### config.mk
export PLATFORM = sky130hd
export DESIGN_NAME = miriscv_data_decoder_flat
export DESIGN_NICKNAME = d
export VERILOG_FILES = /design/src/rtl/miriscv_data_decoder_if.sv /design/src/rtl/miriscv_data_decoder.sv /design/src/flat_wrapper.sv
export SDC_FILE = /design/constraint.sdc
export NUM_CORES = 1
export LEC_CHECK = 0
export ABC_AREA = 1
export BUFFER_PORTS_ARGS = -buffer_cell sky130_fd_sc_hd__buf_4
export CAP_MARGIN = 25
export CELL_PAD_IN_SITES_DETAIL_PLACEMENT = 1
export CELL_PAD_IN_SITES_GLOBAL_PLACEMENT = 1
export CORE_MARGIN = 2
export CORE_UTILIZATION = 32
export DETAILED_ROUTE_END_ITERATION = 7
export PLACE_DENSITY = 0.85
export RECOVER_POWER = 100
export SLEW_MARGIN = 10
export SYNTH_ARGS = -nofsm -noshare
export SYNTH_HDL_FRONTEND = slang
export SYNTH_SLANG_ARGS = --single-unit
### constraint.sdc
create_clock -name clk_i -period 4.7 [get_ports clk_i]
set_input_delay 0.705 -clock clk_i [delete_from_list [all_inputs] [get_ports clk_i]]
set_output_delay 0.705 -clock clk_i [all_outputs]
set_load 0.05 [all_outputs]
### src/rtl/miriscv_data_decoder_if.sv
// Data-bus bundle between the miriscv core port and the decoder's slave lanes.
// The decoder takes the slave modport; the environment (core + slaves) takes master.
interface miriscv_data_decoder_if #(
  parameter int N_SLAVES = 2,
  parameter int ADDR_W   = 32,
  parameter int DATA_W   = 32
);
  logic                         m_req_i;
  logic                         m_we_i;
  logic [DATA_W/8-1:0]          m_be_i;
  logic [ADDR_W-1:0]            m_addr_i;
  logic [DATA_W-1:0]            m_wdata_i;
  logic                         m_gnt_o;
  logic                         m_rvalid_o;
  logic [DATA_W-1:0]            m_rdata_o;
  logic                         m_err_o;
  logic [N_SLAVES-1:0]          s_req_o;
  logic [N_SLAVES-1:0]          s_we_o;
  logic [N_SLAVES*DATA_W/8-1:0] s_be_o;
  logic [N_SLAVES*ADDR_W-1:0]   s_addr_o;
  logic [N_SLAVES*DATA_W-1:0]   s_wdata_o;
  logic [N_SLAVES-1:0]          s_gnt_i;
  logic [N_SLAVES-1:0]          s_rvalid_i;
  logic [N_SLAVES*DATA_W-1:0]   s_rdata_i;

  modport slave (
    input  m_req_i, m_we_i, m_be_i, m_addr_i, m_wdata_i, s_gnt_i, s_rvalid_i, s_rdata_i,
    output m_gnt_o, m_rvalid_o, m_rdata_o, m_err_o, s_req_o, s_we_o, s_be_o, s_addr_o, s_wdata_o
  );

  modport master (
    output m_req_i, m_we_i, m_be_i, m_addr_i, m_wdata_i, s_gnt_i, s_rvalid_i, s_rdata_i,
    input  m_gnt_o, m_rvalid_o, m_rdata_o, m_err_o, s_req_o, s_we_o, s_be_o, s_addr_o, s_wdata_o
  );
endinterface

### src/rtl/miriscv_data_decoder.sv
// Base/size address decoder from the core data port to N slaves, tracking one
// outstanding transaction and answering unmapped accesses and timeouts with errors.
module miriscv_data_decoder #(
  parameter int                         N_SLAVES       = 2,
  parameter int                         ADDR_W         = 32,
  parameter int                         DATA_W         = 32,
  parameter logic [N_SLAVES*ADDR_W-1:0] SLAVE_BASE     = {32'h0000_1000, 32'h0000_0000},
  parameter logic [N_SLAVES*ADDR_W-1:0] SLAVE_SIZE     = {32'h0000_0100, 32'h0000_0100},
  parameter int                         TIMEOUT_CYCLES = 16,
  parameter logic [DATA_W-1:0]          ERR_RDATA      = 32'hDEAD_BEEF
) (
  input  logic                       clk_i,
  input  logic                       rst_i,
  miriscv_data_decoder_if.slave      bus,
  output logic [15:0]                err_count_o,
  output logic [ADDR_W-1:0]          last_err_addr_o
);

  localparam int BE_W  = DATA_W / 8;
  localparam int SEL_W = (N_SLAVES > 1) ? $clog2(N_SLAVES) : 1;
  localparam int TMO_W = $clog2(TIMEOUT_CYCLES);
  localparam logic [TMO_W-1:0] TMO_LAST = TMO_W'(TIMEOUT_CYCLES - 1);

  typedef enum logic [1:0] {IDLE, WAIT_RSP, ERR_RSP} state_t;

  state_t             state;
  logic [SEL_W-1:0]   sel;
  logic [TMO_W-1:0]   tmo;
  logic [15:0]        err_count;
  logic [ADDR_W-1:0]  last_err_addr;
  logic [ADDR_W-1:0]  req_addr;
  logic               hit;
  logic [SEL_W-1:0]   hit_idx;

  function automatic logic [15:0] sat_inc16(input logic [15:0] v);
    return (v == 16'hFFFF) ? v : v + 16'd1;
  endfunction

  // Scan from the top index down so the lowest overlapping region wins.
  always_comb begin
    logic [ADDR_W-1:0] base;
    logic [ADDR_W-1:0] size;
    hit     = 1'b0;
    hit_idx = '0;
    base    = '0;
    size    = '0;
    for (int k = N_SLAVES - 1; k >= 0; k--) begin
      base = SLAVE_BASE[k*ADDR_W +: ADDR_W];
      size = SLAVE_SIZE[k*ADDR_W +: ADDR_W];
      if ((bus.m_addr_i >= base) && ((bus.m_addr_i - base) < size)) begin
        hit     = 1'b1;
        hit_idx = SEL_W'(k);
      end
    end
  end

  // Outputs are combinational so grant and response pass through with no added latency.
  always_comb begin
    bus.m_gnt_o    = 1'b0;
    bus.m_rvalid_o = 1'b0;
    bus.m_rdata_o  = '0;
    bus.m_err_o    = 1'b0;
    bus.s_req_o    = '0;
    bus.s_we_o     = '0;
    bus.s_be_o     = '0;
    bus.s_addr_o   = '0;
    bus.s_wdata_o  = '0;
    if (!rst_i) begin
      for (int k = 0; k < N_SLAVES; k++) begin
        if (hit && (hit_idx == SEL_W'(k))) begin
          bus.s_we_o[k]                  = bus.m_we_i;
          bus.s_be_o[k*BE_W +: BE_W]     = bus.m_be_i;
          bus.s_addr_o[k*ADDR_W +: ADDR_W] = bus.m_addr_i - SLAVE_BASE[k*ADDR_W +: ADDR_W];
          bus.s_wdata_o[k*DATA_W +: DATA_W] = bus.m_wdata_i;
          if (state == IDLE) bus.s_req_o[k] = bus.m_req_i;
        end
      end
      case (state)
        IDLE:     bus.m_gnt_o = hit ? bus.s_gnt_i[hit_idx] : bus.m_req_i;
        WAIT_RSP: begin
          if (bus.s_rvalid_i[sel]) begin
            bus.m_rvalid_o = 1'b1;
            bus.m_rdata_o  = bus.s_rdata_i[sel*DATA_W +: DATA_W];
          end
        end
        ERR_RSP: begin
          bus.m_rvalid_o = 1'b1;
          bus.m_err_o    = 1'b1;
          bus.m_rdata_o  = ERR_RDATA;
        end
        default: ;
      endcase
    end
  end

  always_ff @(posedge clk_i or posedge rst_i) begin
    if (rst_i) begin
      state         <= IDLE;
      sel           <= '0;
      tmo           <= '0;
      err_count     <= '0;
      last_err_addr <= '0;
    end else begin
      case (state)
        IDLE: begin
          if (bus.m_req_i) begin
            if (!hit) begin
              last_err_addr <= bus.m_addr_i;
              state         <= ERR_RSP;
            end else if (bus.s_gnt_i[hit_idx]) begin
              sel   <= hit_idx;
              tmo   <= '0;
              state <= WAIT_RSP;
            end
          end
        end
        WAIT_RSP: begin
          if (bus.s_rvalid_i[sel]) begin
            state <= IDLE;
          end else if (tmo == TMO_LAST) begin
            last_err_addr <= req_addr;
            state         <= ERR_RSP;
          end else begin
            tmo <= tmo + TMO_W'(1);
          end
        end
        ERR_RSP: begin
          err_count <= sat_inc16(err_count);
          state     <= IDLE;
        end
        default: state <= IDLE;
      endcase
    end
  end

  // Request address is datapath only; it is reported if the slave times out.
  always_ff @(posedge clk_i) begin
    if (state == IDLE && bus.m_req_i) req_addr <= bus.m_addr_i;
  end

  assign err_count_o     = err_count;
  assign last_err_addr_o = last_err_addr;

endmodule

### src/flat_wrapper.sv
// flat-port wrapper written by rule: the top's interface ports become plain ports
module miriscv_data_decoder_flat 
#(
  parameter int                         N_SLAVES       = 2,
  parameter int                         ADDR_W         = 32,
  parameter int                         DATA_W         = 32,
  parameter logic [N_SLAVES*ADDR_W-1:0] SLAVE_BASE     = {32'h0000_1000, 32'h0000_0000},
  parameter logic [N_SLAVES*ADDR_W-1:0] SLAVE_SIZE     = {32'h0000_0100, 32'h0000_0100},
  parameter int                         TIMEOUT_CYCLES = 16,
  parameter logic [DATA_W-1:0]          ERR_RDATA      = 32'hDEAD_BEEF
)
  (clk_i, rst_i, err_count_o, last_err_addr_o, bus_m_req_i, bus_m_we_i, bus_m_be_i, bus_m_addr_i, bus_m_wdata_i, bus_s_gnt_i, bus_s_rvalid_i, bus_s_rdata_i, bus_m_gnt_o, bus_m_rvalid_o, bus_m_rdata_o, bus_m_err_o, bus_s_req_o, bus_s_we_o, bus_s_be_o, bus_s_addr_o, bus_s_wdata_o);
  miriscv_data_decoder_if #(.N_SLAVES(N_SLAVES), .ADDR_W(ADDR_W), .DATA_W(DATA_W)) bus_i ();
  input  logic clk_i;
  input  logic rst_i;
  output logic [15:0] err_count_o;
  output logic [ADDR_W-1:0] last_err_addr_o;
  input wire logic [$bits(bus_i.m_req_i)-1:0] bus_m_req_i;
  input wire logic [$bits(bus_i.m_we_i)-1:0] bus_m_we_i;
  input wire logic [$bits(bus_i.m_be_i)-1:0] bus_m_be_i;
  input wire logic [$bits(bus_i.m_addr_i)-1:0] bus_m_addr_i;
  input wire logic [$bits(bus_i.m_wdata_i)-1:0] bus_m_wdata_i;
  input wire logic [$bits(bus_i.s_gnt_i)-1:0] bus_s_gnt_i;
  input wire logic [$bits(bus_i.s_rvalid_i)-1:0] bus_s_rvalid_i;
  input wire logic [$bits(bus_i.s_rdata_i)-1:0] bus_s_rdata_i;
  output wire logic [$bits(bus_i.m_gnt_o)-1:0] bus_m_gnt_o;
  output wire logic [$bits(bus_i.m_rvalid_o)-1:0] bus_m_rvalid_o;
  output wire logic [$bits(bus_i.m_rdata_o)-1:0] bus_m_rdata_o;
  output wire logic [$bits(bus_i.m_err_o)-1:0] bus_m_err_o;
  output wire logic [$bits(bus_i.s_req_o)-1:0] bus_s_req_o;
  output wire logic [$bits(bus_i.s_we_o)-1:0] bus_s_we_o;
  output wire logic [$bits(bus_i.s_be_o)-1:0] bus_s_be_o;
  output wire logic [$bits(bus_i.s_addr_o)-1:0] bus_s_addr_o;
  output wire logic [$bits(bus_i.s_wdata_o)-1:0] bus_s_wdata_o;
  assign bus_i.m_req_i = bus_m_req_i;
  assign bus_i.m_we_i = bus_m_we_i;
  assign bus_i.m_be_i = bus_m_be_i;
  assign bus_i.m_addr_i = bus_m_addr_i;
  assign bus_i.m_wdata_i = bus_m_wdata_i;
  assign bus_i.s_gnt_i = bus_s_gnt_i;
  assign bus_i.s_rvalid_i = bus_s_rvalid_i;
  assign bus_i.s_rdata_i = bus_s_rdata_i;
  assign bus_m_gnt_o = bus_i.m_gnt_o;
  assign bus_m_rvalid_o = bus_i.m_rvalid_o;
  assign bus_m_rdata_o = bus_i.m_rdata_o;
  assign bus_m_err_o = bus_i.m_err_o;
  assign bus_s_req_o = bus_i.s_req_o;
  assign bus_s_we_o = bus_i.s_we_o;
  assign bus_s_be_o = bus_i.s_be_o;
  assign bus_s_addr_o = bus_i.s_addr_o;
  assign bus_s_wdata_o = bus_i.s_wdata_o;
  miriscv_data_decoder #(.N_SLAVES(N_SLAVES), .ADDR_W(ADDR_W), .DATA_W(DATA_W), .SLAVE_BASE(SLAVE_BASE), .SLAVE_SIZE(SLAVE_SIZE), .TIMEOUT_CYCLES(TIMEOUT_CYCLES), .ERR_RDATA(ERR_RDATA)) u_core (.clk_i(clk_i), .rst_i(rst_i), .bus(bus_i), .err_count_o(err_count_o), .last_err_addr_o(last_err_addr_o));
endmodule
### After elaboration in Yosys (flattened, before gate mapping)

Index checks and enable logic that the tools add are counted.

* add/sub/neg operators: 3
* magnitude comparators: 6
* eq/ne operators: 13
* shift-type cells: 1
* mux-type cells: 51
* bitwise operators: 2
* reduce and logical (&&, ||, !) cells: 12

Operators with widths (number)
* $mux W32: 10
* $mux W64: 2
* $pmux W32 S2: 2
* $lt A32 B9 Y1 const B: 2
* $shiftx A64 B7 Y32: 1
* $ge A32 B1 Y1 const B: 1
* $ge A32 B13 Y1 const B: 1
* $sub A32 B13 Y32 const B: 1
* $mux W4: 7
* $mux W1: 19
* $add A16 B1 Y16 const B: 1
* $eq A16 B16 Y1 const B: 1
* $mux W2: 7
* $ne A2 B2 Y1 const B: 5
* $mux W8: 1
* $pmux W4 S2: 1
* $reduce_and A6 Y1: 1
* $logic_and A1 B1 Y1: 5
* $reduce_and A5 Y1: 1
* $add A4 B1 Y4 const B: 1
* $eq A4 B4 Y1 const B: 1
* $lt A1 B2 Y1 const B: 2
* $ne A2 B1 Y1 const B: 2
* $pmux W2 S2: 1
* other kinds (11): 12

* register bits after elaboration: 87
* input bits: 140
* output and inout port bits: 223
* logic and storage cells: 94

### Longest topological paths before layout

Gate-level depths: netlist of run 1.

* depth after elaboration: 11
* gate-level depth with buffers: 18
* mapped depth without buffers: 18

### Worst setup path after synthesis of run 1

OpenSTA, ideal clock, no wires.

* path kind: input port to output port
* start: input port rst_i
* end: output port bus_s_wdata_o[12]
* arrival time: 3.292 ns
* data required time: 3.995 ns
* path slack: 0.703 ns
* stages: 5
* path buffers: 2
* path through: inv_1 > nand4_1 > clkbuf_1 > clkbuf_1 > nor2_1

* cells in the longest elaborated chain, start to end: 1

Ends and longest elaborated chain
* start: declaration: line flat_wrapper.sv:15 `input logic rst_i;`
* $mux W64: line miriscv_data_decoder.sv:68 `if (!rst_i) begin`
* end: declaration: line flat_wrapper.sv:34 `output wire logic [$bits(bus_i.s_wdata_o)-1:0] bus_s_wdata_o;`

Every way passes these cells.

### Final worst setup path of run 1

* start: register u_core.state[0]
* end: output port bus_m_rdata_o[10]

* cells in the longest elaborated chain, start to end: 3
* elaborated cells on any way between the ends: 4
* those cells by class: eq/ne (2); mux (2)

Ends and longest elaborated chain
* start: declaration: line miriscv_data_decoder.sv:26 `state_t state;`
* start signal: assignment: line miriscv_data_decoder.sv:98 `state <= IDLE;`
* start signal: assignment: line miriscv_data_decoder.sv:109 `state <= ERR_RSP;`
* start signal: assignment: line miriscv_data_decoder.sv:113 `state <= WAIT_RSP;`
* $eq A2 B2 Y1 / $eq A2 B1 Y1 (equally long branches): line miriscv_data_decoder.sv:78 `case (state)`
* $pmux W32 S2 *: line miriscv_data_decoder.sv:78
* $mux W32 *: line miriscv_data_decoder.sv:68
* end: declaration: line flat_wrapper.sv:28 `output wire logic [$bits(bus_i.m_rdata_o)-1:0] bus_m_rdata_o;`

Mark *: on every way between the ends. The rest lies on a longest branch, timed or not.

==> flow_metrics.tcl, run 1 <==
set metrics [dict create \
    cts_tree "done" \
    grt_overflow_total 0 \
    cts.sinks 87 \
    clock_tree.root_cell "sky130_fd_sc_hd__clkbuf_16" \
    tns_ns 0 \
    track_usage_pct 23.0 \
    setup_viol_count_final 0 \
    routabilityCongestion 0.914 \
    synth_seq_area_share_pct 37.6 \
    postCtsSetupRepairBufs 0 \
    detail_route.iter0.violations 328 \
    clock_tree.buffer_depth 2 \
    synth_cell_type_count 33 \
    outcome "completed" \
    initial_utilization_pct 32.9 \
    cts.hold.buffers_added 0 \
    postCtsResizedCells 0 \
    ant_nets 0 \
    final_layout_size_suffix_gt1_share_pct 21.5 \
    post_synth.cell_area_avg_sq_um 7.02 \
    highest_ir_drop_seen_on_vdd_v 0.000172 \
    grt_pass1_wl_microns 36800 \
    max_cap_violations 0 \
    drt_pass1_iterations 4 \
    ys_warn_count 0 \
    die_span_in_y_microns 143 \
    tightest_pin_transition_ns 1.29 \
    synth.ff_latch_count 87 \
    clock_latency_ns 0.35 \
    place.detailed.hpwl_microns 19400 \
    syn_std_cell_area_sq_um 6220 \
    post_drt_wl_per_cell_microns 16.7 \
    cts_max_level 3 \
    synth_top_area_share_pct 22.1 \
    period_needed_ns 4.08 \
    route.vias.total 6745 \
    layout.filler_cells 2571 \
    vias_in_the_first_global_route 6827 \
    power_density_nw_per_um2 424 \
    worst_setup_path_end_kind "output port" \
    slew_violations 0 \
    critical_path.max_fanout 27 \
    drc 0 \
    yosys.area.top_type "sky130_fd_sc_hd__dfrtp_1" \
    synthToLayoutAreaGrowth_pct 35.0 \
    max_freq_mhz 245 \
    worst_ep_arrival_time_ns 3.38 \
    required_ns 3.99 \
    overall_power_uw 3560 \
    tightest_slew_margin_relative_to_the_limit_pct 14.3 \
    cts-buffers-inserted 9 \
    stdcell_count 1453 \
    row_count 50 \
    post-place-cells 1437 \
    largest_net_degree_at_the_start_of_global_routing 65 \
    hold_viol_final 0 \
    num_io_pins 363 \
    drt_wl_total_microns 24300 \
    die-area_sq_um 20600 \
    viasPerCell 4.64 \
    skew_ns 0.00830 \
    worst_hold_path_type "flop to flop" \
    total_leakage_power_uw 0.00432 \
    path_clk_slew_ns 0.06 \
    grt_antenna_before_repair 0 \
    placement.io_buffers 318 \
    floorplan.die.width_microns 143 \
    diodes 0 \
    critical_path_class "flop to output port" \
    min_period_over_period_pct 86.8 \
    worstSetupStartpointType "flop" \
    num-nets-final 1336 \
    leading_post_synthesis_cells_by_cell_area "sky130_fd_sc_hd__dfrtp_1 (22%), sky130_fd_sc_hd__edfxtp_1 (15%), sky130_fd_sc_hd__nand2_1 (13%), sky130_fd_sc_hd__nor2_1 (10%), sky130_fd_sc_hd__inv_1 (6.5%)" \
    fp.coreArea_sq_um 18900 \
    syn_inst 885 \
    rsz_0062_raised_after_global_routing "no" \
]
-- worst max-delay path, cell delays in order (launching register included) --
cell and delay [ns]:
sky130_fd_sc_hd__dfrtp_1 0.39, sky130_fd_sc_hd__inv_1 0.09, sky130_fd_sc_hd__ha_1 0.15, sky130_fd_sc_hd__clkbuf_1 0.94
sky130_fd_sc_hd__o21ai_1 0.58, sky130_fd_sc_hd__a21oi_1 0.35, sky130_fd_sc_hd__clkbuf_1 0.51
-- area by class of cell --
type	instances	area, sq um	share of cell area (%)
sequential	87	2340	27.8
clock buffer	13	240	2.86
multi-input combinational	655	2980	35.5
timing repair buffer	328	2090	24.9
inverter	107	402	4.78
clock inverter	3	18.8	0.224
tap	260	325	3.88
-- flip-flops by register name (all words and copies together) (netlist names) --
signal                  cells
u_core.err_count_o         16
u_core.last_err_addr_o     32
u_core.req_addr            32
u_core.sel                  1
u_core.state                2
u_core.tmo                  4
-- stage by stage --
| stage | instance area (sq um) | utilization (%) | setup slack [ns] | hold slack, ns |
|---|---|---|---|---|
| floorplan | 6380 | - | 0.703 | 0.467 |
| detailed placement | 8630 | 45.7 | 1.10 | 0.470 |
| global route | 8390 | 44.4 | 0.376 | 0.511 |
| finish | 8390 | 44.4 | 0.620 | 0.483 |
| CTS | 8890 | 47.1 | 1.06 | 0.486 |
| global placement | 8630 | 45.7 | 1.20 | 0.468 |
-- cell usage after synthesis (all sizes together) --
cell type / number
conb: 1
mux2i: 6
a21boi: 1
a21oi: 59
ha: 8
xnor2: 3
xor2: 13
clkbuf: 25
edfxtp: 32
inv: 107
nor4: 3
a31oi: 1
o21ai: 66
and2: 1
nor2: 172
nand3: 43
nand2: 215
o21bai: 1
nand3b: 1
nand4: 12
buf: 54
dfrtp: 55
nor3: 6
-- cells in the final DEF, fill, tap and decap left out, types with 6 or more instances in the layout --
| cell | synthesis | final |
|---|---|---|
| sky130_fd_sc_hd__buf_4 | 44 | 228 |
| sky130_fd_sc_hd__nand2_1 | 207 | 209 |
| sky130_fd_sc_hd__nor2_1 | 165 | 166 |
| sky130_fd_sc_hd__inv_1 | 107 | 107 |
| sky130_fd_sc_hd__clkbuf_1 | 25 | 104 |
| sky130_fd_sc_hd__o21ai_0 | 35 | 62 |
| sky130_fd_sc_hd__a21oi_1 | 59 | 59 |
| sky130_fd_sc_hd__dfrtp_1 | 55 | 55 |
| sky130_fd_sc_hd__conb_1 | 1 | 44 |
| sky130_fd_sc_hd__nand3_1 | 42 | 42 |
| sky130_fd_sc_hd__edfxtp_1 | 32 | 32 |
| sky130_fd_sc_hd__xor2_1 | 13 | 13 |
| sky130_fd_sc_hd__nand4_1 | 12 | 12 |
| sky130_fd_sc_hd__clkbuf_16 | 0 | 9 |
| sky130_fd_sc_hd__ha_1 | 8 | 8 |
| sky130_fd_sc_hd__mux2i_1 | 6 | 6 |
| sky130_fd_sc_hd__nor3_1 | 6 | 6 |
-- final timing paths --
| check | start | endpoint | slack [ns] | depth (start not counted) |
|---|---|---|---|---|
| max | u_core.state[0] | bus_m_rdata_o[10] | 0.62 | 6 |
| min | u_core.last_err_addr_o[23] | u_core.last_err_addr_o[23] | 0.48 | 2 |
| max reg2reg | u_core.state[1] | u_core.last_err_addr_o[9] | 1.47 | 9 |
| min reg2reg | u_core.last_err_addr_o[23] | u_core.last_err_addr_o[23] | 0.48 | 2 |
| max in group asynchronous | rst_i | u_core.last_err_addr_o[11] | 3.47 | 3 |
| min in group asynchronous | rst_i | u_core.last_err_addr_o[0] | 0.73 | 3 |
-- per-layer routing --
layer	wire length, microns	vias up	track usage [%]
met5	0	-	0
met2	12600	203	40.7
met4	704	0	8.41
met3	1180	44	3.77
met1	9750	3193	28.1
li1	-	3305	-
-- power by group --
group	total, uW	internal, uW	leakage, uW	switching [uW]
sequential	1130	1020	0.00100	114
combinational	1770	351	0.00319	1420
clock	650	359	0.000124	292
total	3560	1730	0.00432	1830
-- cell families (layout without fill, tap and decap cells) --
group | after synthesis | count (layout) | share of synthesized area (%)
DFF | 87 | 87 | 37.6
buffers and inverters | 186 | 451 | 15.1
other | 1 | 44 | 0.0603
AOI/OAI and AO/OA | 128 | 128 | 12.1
xor gates and xnor gates | 16 | 16 | 2.25
adders and majority gates | 8 | 8 | 1.61
muxes | 6 | 6 | 0.966
and+or+nand+nor | 453 | 453 | 30.4
Power figures use the tool's default switching activity.
==> run 2, diff against run 1 <==
- BUFFER_PORTS_ARGS: -buffer_cell sky130_fd_sc_hd__buf_4 -> -buffer_cell sky130_fd_sc_hd__buf_2
- GPL_TIMING_DRIVEN: unset -> 0
==> flow_metrics.tcl, run 2 (synthesis results as in run 1) <==
set metrics [dict create \
    rr_endpoint "u_core.last_err_addr_o[25]" \
    tns_ns 0 \
    path_clk_slew_ns 0.06 \
    topRoutingLayerUsed "met5" \
    crit_chain "clkbuf_1, inv_1, ha_1, nand2_2, nor2_4, nand2_1, nand2_1, nand2_1, nor2_1, nand2_1, nor2_1, nand4_1, clkbuf_1, buf_2, nor2_1, clkbuf_2" \
    power_density_nw_per_um2 441 \
    final_layout_size_suffix_gt1_share_pct 18.4 \
    cpMostUsedCell "sky130_fd_sc_hd__nand2_1" \
    worst_r2r_path_depth 10 \
    drt_wl_total_microns 25100 \
    tightest_slew_margin_relative_to_the_limit_pct 10.1 \
    mostFrequentLayoutCell "sky130_fd_sc_hd__nand2_1" \
    layout_common_cells "sky130_fd_sc_hd__nand2_1 (210), sky130_fd_sc_hd__clkbuf_1 (203), sky130_fd_sc_hd__nor2_1 (165)" \
    cts_max_level 3 \
    clock_tree.buffer_depth 2 \
    worstSetupStartpointType "input pin" \
    rr_startpoint "u_core.state[1]" \
    total_switching_power_uw 1880 \
    cts.hold.buffers_added 0 \
    vias_in_the_first_global_route 7122 \
    postCtsSetupRepairBufs 0 \
    cts-buffers-inserted 9 \
    route.vias.total 7049 \
    critical-path-top-delay-family "simple AND/OR/NAND/NOR gates" \
    drc 0 \
    worst_slack_ns 0.443 \
    postCtsResizedCells 0 \
    slowest_cell_on_crit_path "sky130_fd_sc_hd__clkbuf_1" \
    clock_tree.root_cell "sky130_fd_sc_hd__clkbuf_16" \
    cts_tree "done" \
    worst_stage_delay_on_the_critical_path_ns 0.33 \
    critical_path_class "input pin to output port" \
    layout.filler_cells 2664 \
    internal-power_uw 1750 \
    power.share.sequential_pct 31.3 \
    die_span_in_y_microns 143 \
    floorplan.die.width_microns 143 \
    preCtsSetupSlack_ns 0.482 \
    worst_setup_path_end_kind "output port" \
    setup_viol_count_final 0 \
    worstHoldPathCells 2 \
    worst_hold_path_type "flop to flop" \
    initial_utilization_pct 32.9 \
    min_period_over_period_pct 90.6 \
    power_frac_comb_pct 50.0 \
    dr_wl_met2_microns 13200 \
    grt_antenna_before_repair 2 \
    hold_viol_final 0 \
    worst-r2r-setup-slack_ns 1.55 \
    synthToLayoutAreaGrowth_pct 32.2 \
    worst_ep_arrival_time_ns 3.55 \
    worstHoldStart "u_core.last_err_addr_o[16]" \
    viasPerCell 4.63 \
    cts.sinks 87 \
    layout.area.seq_sq_um 2340 \
    drt_pass1_iterations 5 \
    required_ns 3.99 \
    worst_hold_margin_ns 0.482 \
    largest_net_degree_at_the_start_of_global_routing 59 \
    skew_ns 0.0105 \
    postPlaceCellArea_sq_um 8300 \
    outcome "completed" \
    total_leakage_power_uw 0.00416 \
    die-area_sq_um 20600 \
    highest_ir_drop_seen_on_vdd_v 0.000220 \
    num_io_pins 363 \
    critical_path.max_fanout 10 \
    rsz_0062_raised_after_global_routing "no" \
    fin_area_sq_um 8220 \
    wirelength_met1_microns 10100 \
    met3_length_microns 1130 \
    placement.io_buffers 318 \
    place.detailed.hpwl_microns 20700 \
    max_cap_violations 0 \
    row_count 50 \
    detail_route.iter0.violations 317 \
    period_needed_ns 4.26 \
    p_clk_share_pct 18.6 \
    grt_pass1_wl_microns 37500 \
    clock_latency_ns 0.34 \
    worst-path-buf-inv 5 \
    fp.coreArea_sq_um 18900 \
    ant_nets 0 \
    grt_overflow_total 0 \
    hold-path-endpoint "u_core.last_err_addr_o[16]" \
    tightest_pin_transition_ns 1.35 \
    slew_violations 0 \
    routabilityCongestion 0.884 \
    track_usage_pct 23.4 \
    post_drt_wl_per_cell_microns 16.5 \
    total_area_of_multi_input_combinational_cells_sq_um 3010 \
    num-nets-final 1405 \
    max_freq_mhz 235 \
    netSwitchingFraction_pct 51.8 \
]
## run 2: changes by cell type in the layout (fill, tap and decap cells not counted), moves of 5 or more
| cell | delta |
|---|---|
| sky130_fd_sc_hd__buf_4 | -184 |
| sky130_fd_sc_hd__buf_2 | +110 |
| sky130_fd_sc_hd__clkbuf_1 | +99 |
| sky130_fd_sc_hd__clkbuf_2 | +40 |
| sky130_fd_sc_hd__o21ai_0 | -6 |
| sky130_fd_sc_hd__o21ai_2 | +5 |
## run 2: layer usage
metal,up-vias,track usage [%]
li1,3448,-
met1,3353,28.0
met2,210,43.1
met3,36,3.57
met4,2,7.17
met5,-,0
## run 2: layout make-up
| type | count | area share [%] |
|---|---|---|
| antenna | 1 | 0.0305 |
| buffer | 79 | 5.92 |
| clock buffer | 12 | 3.00 |
| clock inverter | 4 | 0.350 |
| inverter | 107 | 4.92 |
| multi-input combinational | 655 | 36.6 |
| sequential | 87 | 28.4 |
| tap | 260 | 3.96 |
| timing repair buffer | 318 | 16.8 |
## run 2: power by group through the flow
stage               clock [uW]  combinational (uW)  sequential [uW]
floorplan                    0                 940             1690
global placement             0                1970             1130
detailed placement           0                2010             1140
CTS                        689                2020             1130
global route               718                1940             1160
finish                     675                1810             1140
## run 2: metrics by stage
step	total power, uW	std cells	util, %
2_1_floorplan	2630	928	-
3_3_place_gp	3100	1506	43.9
3_5_place_dp	3160	1506	43.9
4_1_cts	3840	1522	45.4
5_1_grt	3820	1523	43.5
6_report	3630	1523	43.5
## run 2: worst max-delay path by stage
stage                          start                 to  slack, ns  cells after the start
global placement               rst_i  bus_s_wdata_o[14]      -0.40                      7
floorplan                      rst_i  bus_s_wdata_o[12]       0.70                      5
global route        bus_m_addr_i[12]  bus_s_wdata_o[44]       0.15                     16
detailed placement  bus_m_addr_i[12]  bus_s_wdata_o[14]       0.48                     12
finish              bus_m_addr_i[12]  bus_s_wdata_o[53]       0.44                     16
CTS                 bus_m_addr_i[12]  bus_s_wdata_o[14]       0.46                     12
## run 2: tightest hold or removal path, stage by stage, from the launching register on
cell,delay (ns)
sky130_fd_sc_hd__dfrtp_1,0.34
sky130_fd_sc_hd__nand2_1,0.05
sky130_fd_sc_hd__o21ai_0,0.06
==> run 3, diff against run 2 <==
- ABC_AREA: 1 -> unset
- CORE_AREA: unset -> 2 2 142 144
- CORE_MARGIN: 2 -> unset
- CORE_UTILIZATION: 32 -> unset
- DIE_AREA: unset -> 0 0 144 146
- PLACE_DENSITY: 0.85 -> 0.77
==> flow_metrics.tcl, run 3 <==
set metrics [dict create \
    outcome "finished with violations" \
    failed_checks "max-capacitance violations, max-slew violations" \
    highest_ir_drop_seen_on_vdd_v 0.000197 \
    worst_hold_margin_ns 0.478 \
    rsz_0062_raised_after_global_routing "no" \
    tns_ns 0 \
    min_period_over_period_pct 91.1 \
    die_span_in_y_microns 146 \
    route.vias.total 5554 \
    worstHoldPathCells 2 \
    post_synth.cell_area_avg_sq_um 10.2 \
    syn_inst 569 \
    critical_path.max_fanout 21 \
    power_density_nw_per_um2 513 \
    power_frac_comb_pct 52.3 \
    rr_endpoint "u_core.sel" \
    post_drt_wl_per_cell_microns 18.4 \
    rr_startpoint "u_core.state[0]" \
    max_freq_mhz 234 \
    num_io_pins 363 \
    cts.sinks 87 \
    floorplan.die.width_microns 144 \
    netSwitchingFraction_pct 51.4 \
    worst_setup_path_end_kind "output port" \
    slew_violations 67 \
    layout_common_cells "sky130_fd_sc_hd__clkbuf_1 (133), sky130_fd_sc_hd__buf_2 (127), sky130_fd_sc_hd__clkbuf_2 (91)" \
    synth_seq_area_share_pct 40.1 \
    synth-edff-count 32 \
    row_count 51 \
    placement.io_buffers 318 \
    clock_tree.buffer_depth 2 \
    fin_area_sq_um 7930 \
    worst_r2r_path_depth 7 \
    synth.top_cells.by_count "sky130_fd_sc_hd__mux2i_1 (66), sky130_fd_sc_hd__dfrtp_1 (55), sky130_fd_sc_hd__and3_1 (52)" \
    drt_pass1_iterations 4 \
    yosysMostFrequentCell "sky130_fd_sc_hd__mux2i_1" \
    grt_pass1_wl_microns 33600 \
    period_needed_ns 4.28 \
    num-nets-final 1090 \
    p_clk_share_pct 18.5 \
    synthArstFlopShare_pct 63.2 \
    synth_cell_type_count 63 \
    leading_post_synthesis_cells_by_cell_area "sky130_fd_sc_hd__dfrtp_1 (24%), sky130_fd_sc_hd__edfxtp_1 (16%), sky130_fd_sc_hd__mux2i_1 (11%), sky130_fd_sc_hd__buf_4 (5.7%), sky130_fd_sc_hd__and3_1 (5.6%)" \
    hold_viol_final 0 \
    critical_path_class "flop to output port" \
    setup_viol_count_final 0 \
    syn_std_cell_area_sq_um 5820 \
    postCtsResizedCells 0 \
    total_leakage_power_uw 0.00382 \
    grt_overflow_total 0 \
    worstSetupStartpointType "flop" \
    tightest_pin_transition_ns 1.79 \
    power.share.sequential_pct 29.1 \
    yosys.area.top_type "sky130_fd_sc_hd__dfrtp_1" \
    initial_utilization_pct 30.1 \
    cts_tree "done" \
    worst-r2r-setup-slack_ns 1.50 \
    synth.ff_latch_count 87 \
    tightest_slew_margin_relative_to_the_limit_pct -19.5 \
    postCtsSetupRepairBufs 0 \
    worstHoldStart "u_core.last_err_addr_o[22]" \
    routabilityCongestion 0.849 \
    largest_net_degree_at_the_start_of_global_routing 35 \
    grt_antenna_before_repair 3 \
    place.detailed.hpwl_microns 18200 \
    path_clk_slew_ns 0.06 \
    drt_wl_total_microns 22300 \
    drc 0 \
    clock_latency_ns 0.35 \
    cts_max_level 3 \
    layout.filler_cells 2440 \
    synth_top_area_share_pct 23.6 \
    clock_tree.root_cell "sky130_fd_sc_hd__clkbuf_16" \
    detail_route.iter0.violations 191 \
    final_layout_size_suffix_gt1_share_pct 35.1 \
    ys_warn_count 0 \
    internal-power_uw 1980 \
    required_ns 3.99 \
    ant_nets 0 \
    ys_dominant_reg_cell "sky130_fd_sc_hd__dfrtp_1" \
    mostFrequentLayoutCell "sky130_fd_sc_hd__clkbuf_1" \
    fp.coreArea_sq_um 19300 \
    postPlaceCellArea_sq_um 7960 \
    cts-buffers-inserted 9 \
    worst_ep_arrival_time_ns 3.58 \
    cts.hold.buffers_added 0 \
    max_cap_violations 2 \
    skew_ns 0.0122 \
    die-area_sq_um 21000 \
    synthToLayoutAreaGrowth_pct 36.2 \
    total_switching_power_uw 2090 \
    vias_in_the_first_global_route 5763 \
    track_usage_pct 20.8 \
    worst_hold_path_type "flop to flop" \
    viasPerCell 4.57 \
    hold-path-endpoint "u_core.last_err_addr_o[22]" \
]
## run 3: logic make-up after synthesis
| kind of cell | count (synthesis) | synth area share (%) |
|---|---|---|
| AND/OR/NAND/NOR | 211 | 21.8 |
| buffers and inverters | 91 | 10.7 |
| AO/OA/AOI/OAI | 88 | 11.6 |
| flip-flops | 87 | 40.1 |
| multiplexers | 69 | 12.0 |
| XOR/XNOR | 15 | 2.26 |
| adder cells (fa/ha/maj) | 7 | 1.50 |
| other | 1 | 0.0644 |
## run 3: how the worst max path moves through the flow
stage,start,to,cells past startpoint
floorplan,rst_i,bus_s_wdata_o[23],3
global placement,rst_i,bus_s_wdata_o[23],5
detailed placement,bus_m_addr_i[13],bus_s_wdata_o[42],12
CTS,bus_m_addr_i[13],bus_s_wdata_o[42],12
global route,bus_m_addr_i[13],bus_s_wdata_o[35],12
finish,u_core.state[0],bus_s_req_o[1],6
## run 3: power groups by stage
stage                     sequential, uW  clock [uW]  combinational [uW]
final                               1190         755                2130
after detailed placement            1190           0                2400
after floorplan                     1730           0                1270
after global routing                1220         797                2270
after global placement              1190           0                2340
after CTS                           1180         773                2410
## run 3: area by class of cell
cell class              count  area [sq um]  share of cell area, %
multi-input cells         434          2930                   36.9
flip-flops and latches     87          2340                   29.5
repair buffers            320          1470                   18.5
plain buffers              78           507                   6.39
well taps                 265           332                   4.18
clock buffers              10           239                   3.01
clock inverters             6          75.1                  0.947
inverters                  13          48.8                  0.615
diodes                      1          2.50                 0.0316
## run 3: stage by stage
stage | instances | total power, uW | util [%] | setup WS (ns)
floorplan | 612 | 3000 | - | 0.761
CTS | 1213 | 4370 | 42.8 | 0.482
finish | 1214 | 4070 | 41.0 | 0.419
global placement | 1195 | 3530 | 40.9 | -0.469
global route | 1214 | 4290 | 41.0 | 0.126
detailed placement | 1197 | 3590 | 41.2 | 0.501
## run 3: worst max-delay path, stage by stage, from the launching register on
cell                       delay (ns)
sky130_fd_sc_hd__dfrtp_1         0.39
sky130_fd_sc_hd__inv_1           0.11
sky130_fd_sc_hd__ha_1            0.29
sky130_fd_sc_hd__and2_0          0.84
sky130_fd_sc_hd__clkbuf_1        1.05
sky130_fd_sc_hd__and2_1          0.26
sky130_fd_sc_hd__buf_2           0.28
## run 3: metal layers
layer	track usage (%)	wire length, microns
met5	0	9
met4	6.76	541
met3	4.18	1320
met2	36.8	11600
met1	25.1	8860
